**src/rtl/ram_seq_ctrl.sv**
```systemverilog
// Fills a single-port sync RAM with mem[i] = mem[i-2] + mem[i-1], then streams the table out on result.
// Define RAM_SEQ_SAT_EN to saturate the sum to all ones on carry-out instead of wrapping.
module ram_seq_ctrl #(
   parameter int                ADDR_W = 6,
   parameter int                DATA_W = 32,
   parameter int                N      = 64,
   parameter logic [DATA_W-1:0] SEED0  = DATA_W'(1),
   parameter logic [DATA_W-1:0] SEED1  = DATA_W'(1)
) (
   input  logic              clk,
   input  logic              rst,
   input  logic              start,
   output logic [ADDR_W-1:0] ram_addr,
   output logic [DATA_W-1:0] ram_din,
   output logic              ram_we,
   input  logic [DATA_W-1:0] ram_dout,
   output logic [DATA_W-1:0] result,
   output logic              result_valid,
   output logic              busy,
   output logic              done
);

   typedef enum logic [3:0] {
      S_IDLE,
      S_INIT0,
      S_INIT1,
      S_RD_A,
      S_RD_B,
      S_WR,
      S_DUMP,
      S_DRAIN,
      S_DONE
   } state_t;

   localparam logic [ADDR_W:0] ONE  = (ADDR_W+1)'(1);
   localparam logic [ADDR_W:0] TWO  = (ADDR_W+1)'(2);
   localparam logic [ADDR_W:0] LAST = (ADDR_W+1)'(N - 1);

   state_t            state;
   state_t            next_state;
   logic [ADDR_W:0]   i;
   logic [ADDR_W:0]   j;
   logic [DATA_W-1:0] a_reg;
   logic [DATA_W-1:0] sum;
   logic              dump_q;
   logic              done_d;
   logic              busy_d;

`ifdef RAM_SEQ_SAT_EN
   logic [DATA_W:0] sum_full;

   always_comb begin
      sum_full = {1'b0, a_reg} + {1'b0, ram_dout};
      sum      = sum_full[DATA_W] ? {DATA_W{1'b1}} : sum_full[DATA_W-1:0];
   end
`else
   always_comb begin
      sum = a_reg + ram_dout;
   end
`endif

   always_comb begin
      next_state = state;
      ram_addr   = '0;
      ram_din    = '0;
      ram_we     = 1'b0;
      case (state)
         S_IDLE, S_DONE: begin
            if (start) next_state = S_INIT0;
         end
         S_INIT0: begin
            ram_din    = SEED0;
            ram_we     = 1'b1;
            next_state = S_INIT1;
         end
         S_INIT1: begin
            ram_addr   = ADDR_W'(1);
            ram_din    = SEED1;
            ram_we     = 1'b1;
            next_state = S_RD_A;
         end
         S_RD_A: begin
            ram_addr   = ADDR_W'(i - TWO);
            next_state = S_RD_B;
         end
         S_RD_B: begin
            ram_addr   = ADDR_W'(i - ONE);
            next_state = S_WR;
         end
         S_WR: begin
            // ram_dout here is mem[i-1], read by the address issued in RD_B
            ram_addr   = ADDR_W'(i);
            ram_din    = sum;
            ram_we     = 1'b1;
            next_state = (i == LAST) ? S_DUMP : S_RD_A;
         end
         S_DUMP: begin
            ram_addr = ADDR_W'(j);
            if (j == LAST) next_state = S_DRAIN;
         end
         S_DRAIN: begin
            next_state = S_DONE;
         end
         default: begin
            next_state = S_IDLE;
         end
      endcase
   end

   // done/busy lag the state by one cycle so they change together, after the last result word
   always_comb begin
      done_d = (state == S_DONE) && !start;
      busy_d = (next_state != S_IDLE) && !done_d;
   end

   always_ff @(posedge clk or posedge rst) begin
      if (rst) begin
         state <= S_IDLE;
         i     <= '0;
         j     <= '0;
         a_reg <= '0;
      end else begin
         state <= next_state;
         case (state)
            S_INIT1: i <= TWO;
            S_RD_B:  a_reg <= ram_dout;
            S_WR: begin
               if (i == LAST) j <= '0;
               else           i <= i + ONE;
            end
            S_DUMP: begin
               if (j != LAST) j <= j + ONE;
            end
            default: ;
         endcase
      end
   end

   always_ff @(posedge clk or posedge rst) begin
      if (rst) begin
         dump_q       <= 1'b0;
         result       <= '0;
         result_valid <= 1'b0;
         busy         <= 1'b0;
         done         <= 1'b0;
      end else begin
         dump_q       <= (state == S_DUMP);
         result_valid <= dump_q;
         if (dump_q) result <= ram_dout;
         busy         <= busy_d;
         done         <= done_d;
      end
   end

endmodule

```
**config.mk**
```make
export PLATFORM = sky130hd
export DESIGN_NAME = ram_seq_ctrl
export DESIGN_NICKNAME = d
export VERILOG_FILES = /design/src/rtl/ram_seq_ctrl.sv
export SDC_FILE = /design/constraint.sdc
export NUM_CORES = 1
export LEC_CHECK = 0
export ABC_AREA = 0
export BUFFER_PORTS_ARGS = -buffer_cell sky130_fd_sc_hd__buf_2
export CORE_MARGIN = 3
export CORE_UTILIZATION = 48
export CTS_BUF_LIST = sky130_fd_sc_hd__clkbuf_8
export DETAILED_ROUTE_END_ITERATION = 16
export GPL_TIMING_DRIVEN = 1
export PLACE_DENSITY = 0.72
export RECOVER_POWER = 100
export SETUP_SLACK_MARGIN = 0.1
export SYNTH_ARGS = -nofsm -noshare
export SYNTH_HDL_FRONTEND = slang
export SYNTH_SLANG_ARGS = --single-unit
```
**constraint.sdc**
```tcl
create_clock -name clk -period 5.7 [get_ports clk]
set_input_delay 0.285 -clock clk [delete_from_list [all_inputs] [get_ports clk]]
set_output_delay 0.285 -clock clk [all_outputs]
set_load 0.01 [all_outputs]
```
==> results.yml <==
detailed_routing:
  vias: 5089
  viasPerCell: 5.68
  postRouteAntennaNets: 0
  drtPass1Iterations: 5
  drt-initial-drc-count: 374
  drc: 0
  post_drt_wl_per_cell_um: 16.0
  routed_wl_mm: 14.3
cts:
  clk_latency_ns: 0.37
  ctsResizeCount: 0
  cts-buffers-inserted: 9
  path_clk_slew_ns: 0.09
  htree_levels: 3
  cts_tree: "yes"
  clockBufferDepth: 2
  post_cts_buffers: 0
  root_buffer: "clkbuf_8"
  cts_hold_buf: 0
  clock_sinks: 86
critical_path:
  max_stage_delay_ns: 1.60
  path_max_fanout: 18
  cp-end-kind: "primary output"
  worstSetupPathType: "reg2out"
  cp_data_arrival_time_ns: 3.66
  start_kind: "flop"
  crit_chain: "nand2b_1 -> nor3_1 -> o21ai_0 -> a31oi_1 -> a21o_1 -> clkbuf_1"
  r2r_cells: 4
  critical-path-slowest-cell: "nor3_1"
  crit_required_ns: 5.41
synth:
  synth_fp_nets: 732
  synth_most_common_cell: "nand2_1"
  ys_seq_area_share_pct: 38.1
  synthTopCellsByArea: "dfrtp_1, nand2_1, ha_1"
  synth-edff-count: 0
  synth_cell_type_count: 57
  ys_warn_count: 0
  synthTopCellsByCount: "nand2_1, dfrtp_1, nor2_1"
  synth_cells: 660
  synthArstFlopShare_pct: 100
  synth_top_area_cell: "dfrtp_1"
  ys_ff_latch: 86
  synthFlopType: "dfrtp_1"
  avgSynthCellArea_um2: 8.55
  synth_top_area_share_pct: 38.1
  netlist_area_mm2: 0.00564
timing:
  relSlewSlack_pct: -38.4
  finClkSkew_ns: 0.00921
  finalSetupViolCount: 0
  fin_worst_hold_slack_ns: 0.130
  worstMarginPinSlew_ns: 2.06
  hold_viol_final: 0
  min_period_ns: 3.95
  setup_tns_ns: 0
  period_share_pct: 69.2
  rsz0062_at_grt: "no"
  fmax_mhz: 253
  slew_viol_final: 85
global_route:
  grt_pass1_wl_mm: 23.8
  grt.total_usage_pct: 22.6
  grt_overflow_total: 0
  grt_pass1_vias: 4887
  antenna_found_initial: 0
  grt_max_degree: 87
pwr:
  power_leakage_nw: 2.92
  power.density_mw_per_mm2: 554
  peakVddDrop_v: 0.000214
floorplanning:
  ioPinCount: 109
  core-area_mm2: 0.0112
  die-height_um: 114
  die_w_um: 114
  die_area_mm2: 0.0131
  initial_core_util_pct: 50.5
  fp-row-count: 38
placement:
  numPortBuffers: 108
  place.gp.congestion: 0.911
  dp_hpwl_mm: 10.6
hold_path:
  hp-class: "in2reg"
  hold_depth: 3
finish:
  layout.nets: 823
  final_core_util_pct: 56.9
  diodes: 0
  area_growth_pct: 12.7
  drive_above_1_share_pct: 8.20
  nFillCells: 1044
job:
  drv_cap: 3
run_status:
  violations: "capacitance limit, slew limit"
  status: "complete, but fails checks"
-- through the flow --
stage | setup WS (ns) | power (mW) | area [µm²] | cells
finish | 1.75 | 3.52 | 6360 | 896
global route | 1.42 | 3.85 | 6360 | 896
CTS | 2.40 | 3.59 | 6480 | 896
detailed placement | 2.77 | 3.08 | 6250 | 880
global placement | 2.83 | 3.04 | 6250 | 880
floorplan | 3.19 | 2.52 | 5640 | 660
-- metal layers --
layer | part of all wire, % | vias up | global-route usage (%)
met3 | 5.7 | 20 | 4.02
met2 | 44 | 152 | 34.3
met5 | 0 | - | 0
met4 | 2.3 | 0 | 8.95
met1 | 48 | 2425 | 32.2
li1 | - | 2492 | -
-- area by class of cell --
cell class | instances | area [µm²] | area share [%]
flip-flops and latches | 86 | 2150 | 33.9
clock inverters | 6 | 86.3 | 1.36
multi-input cells | 525 | 3270 | 51.4
inverters | 16 | 61.3 | 0.964
well taps | 140 | 175 | 2.76
clock buffers | 10 | 138 | 2.16
repair buffers | 113 | 479 | 7.54
-- cells by family (layout without fill, tap and decap cells) --
kind of cell             after synthesis  after routing  synth area share [%]
adder cells (fa/ha/maj)               37             37                  8.34
AND/OR/NAND/NOR                      276            276                  21.5
multiplexers                          36             36                  7.10
flip-flops                            86             86                  38.1
buffers and inverters                 49            145                  3.70
XOR/XNOR                              30             30                  4.66
AO/OA/AOI/OAI                        146            146                  16.5
-- worst max-delay path: cells and delay by family (launching register included) --
family	cells	cell delay (ns)
simple gates	2	1.94
compound gates	3	0.69
flops	1	0.51
buf+inv	1	0.15
-- path summary, 6_finish.rpt --
kind,start,endpoint,slack [ns]
max,state[3],ram_addr[5],1.75
min in group asynchronous,rst,result[12],0.27
min,ram_dout[26],a_reg[26],0.13
min reg2reg,dump_q,result_valid,0.46
max reg2reg,state[3],a_reg[1],2.13
max in group asynchronous,rst,result[24],4.71
-- power breakdown --
group	internal, mW	switching, mW
Sequential	0.872	0.191
Combinational	0.763	1.21
Clock	0.258	0.229
-- layout by cell type, fill, tap and decap left out, drive strengths merged, types with 11 or more instances in the layout --
cell      n
xnor2    13
nand4    14
buf      40
inv      16
clkbuf   83
dfrtp    86
xor2     17
nor2     64
nand2   136
ha       36
mux2     32
a21oi    49
nand2b   11
nor3     16
nand3    12
o21ai    31
Note: power is estimated with default switching activity, not from simulation.
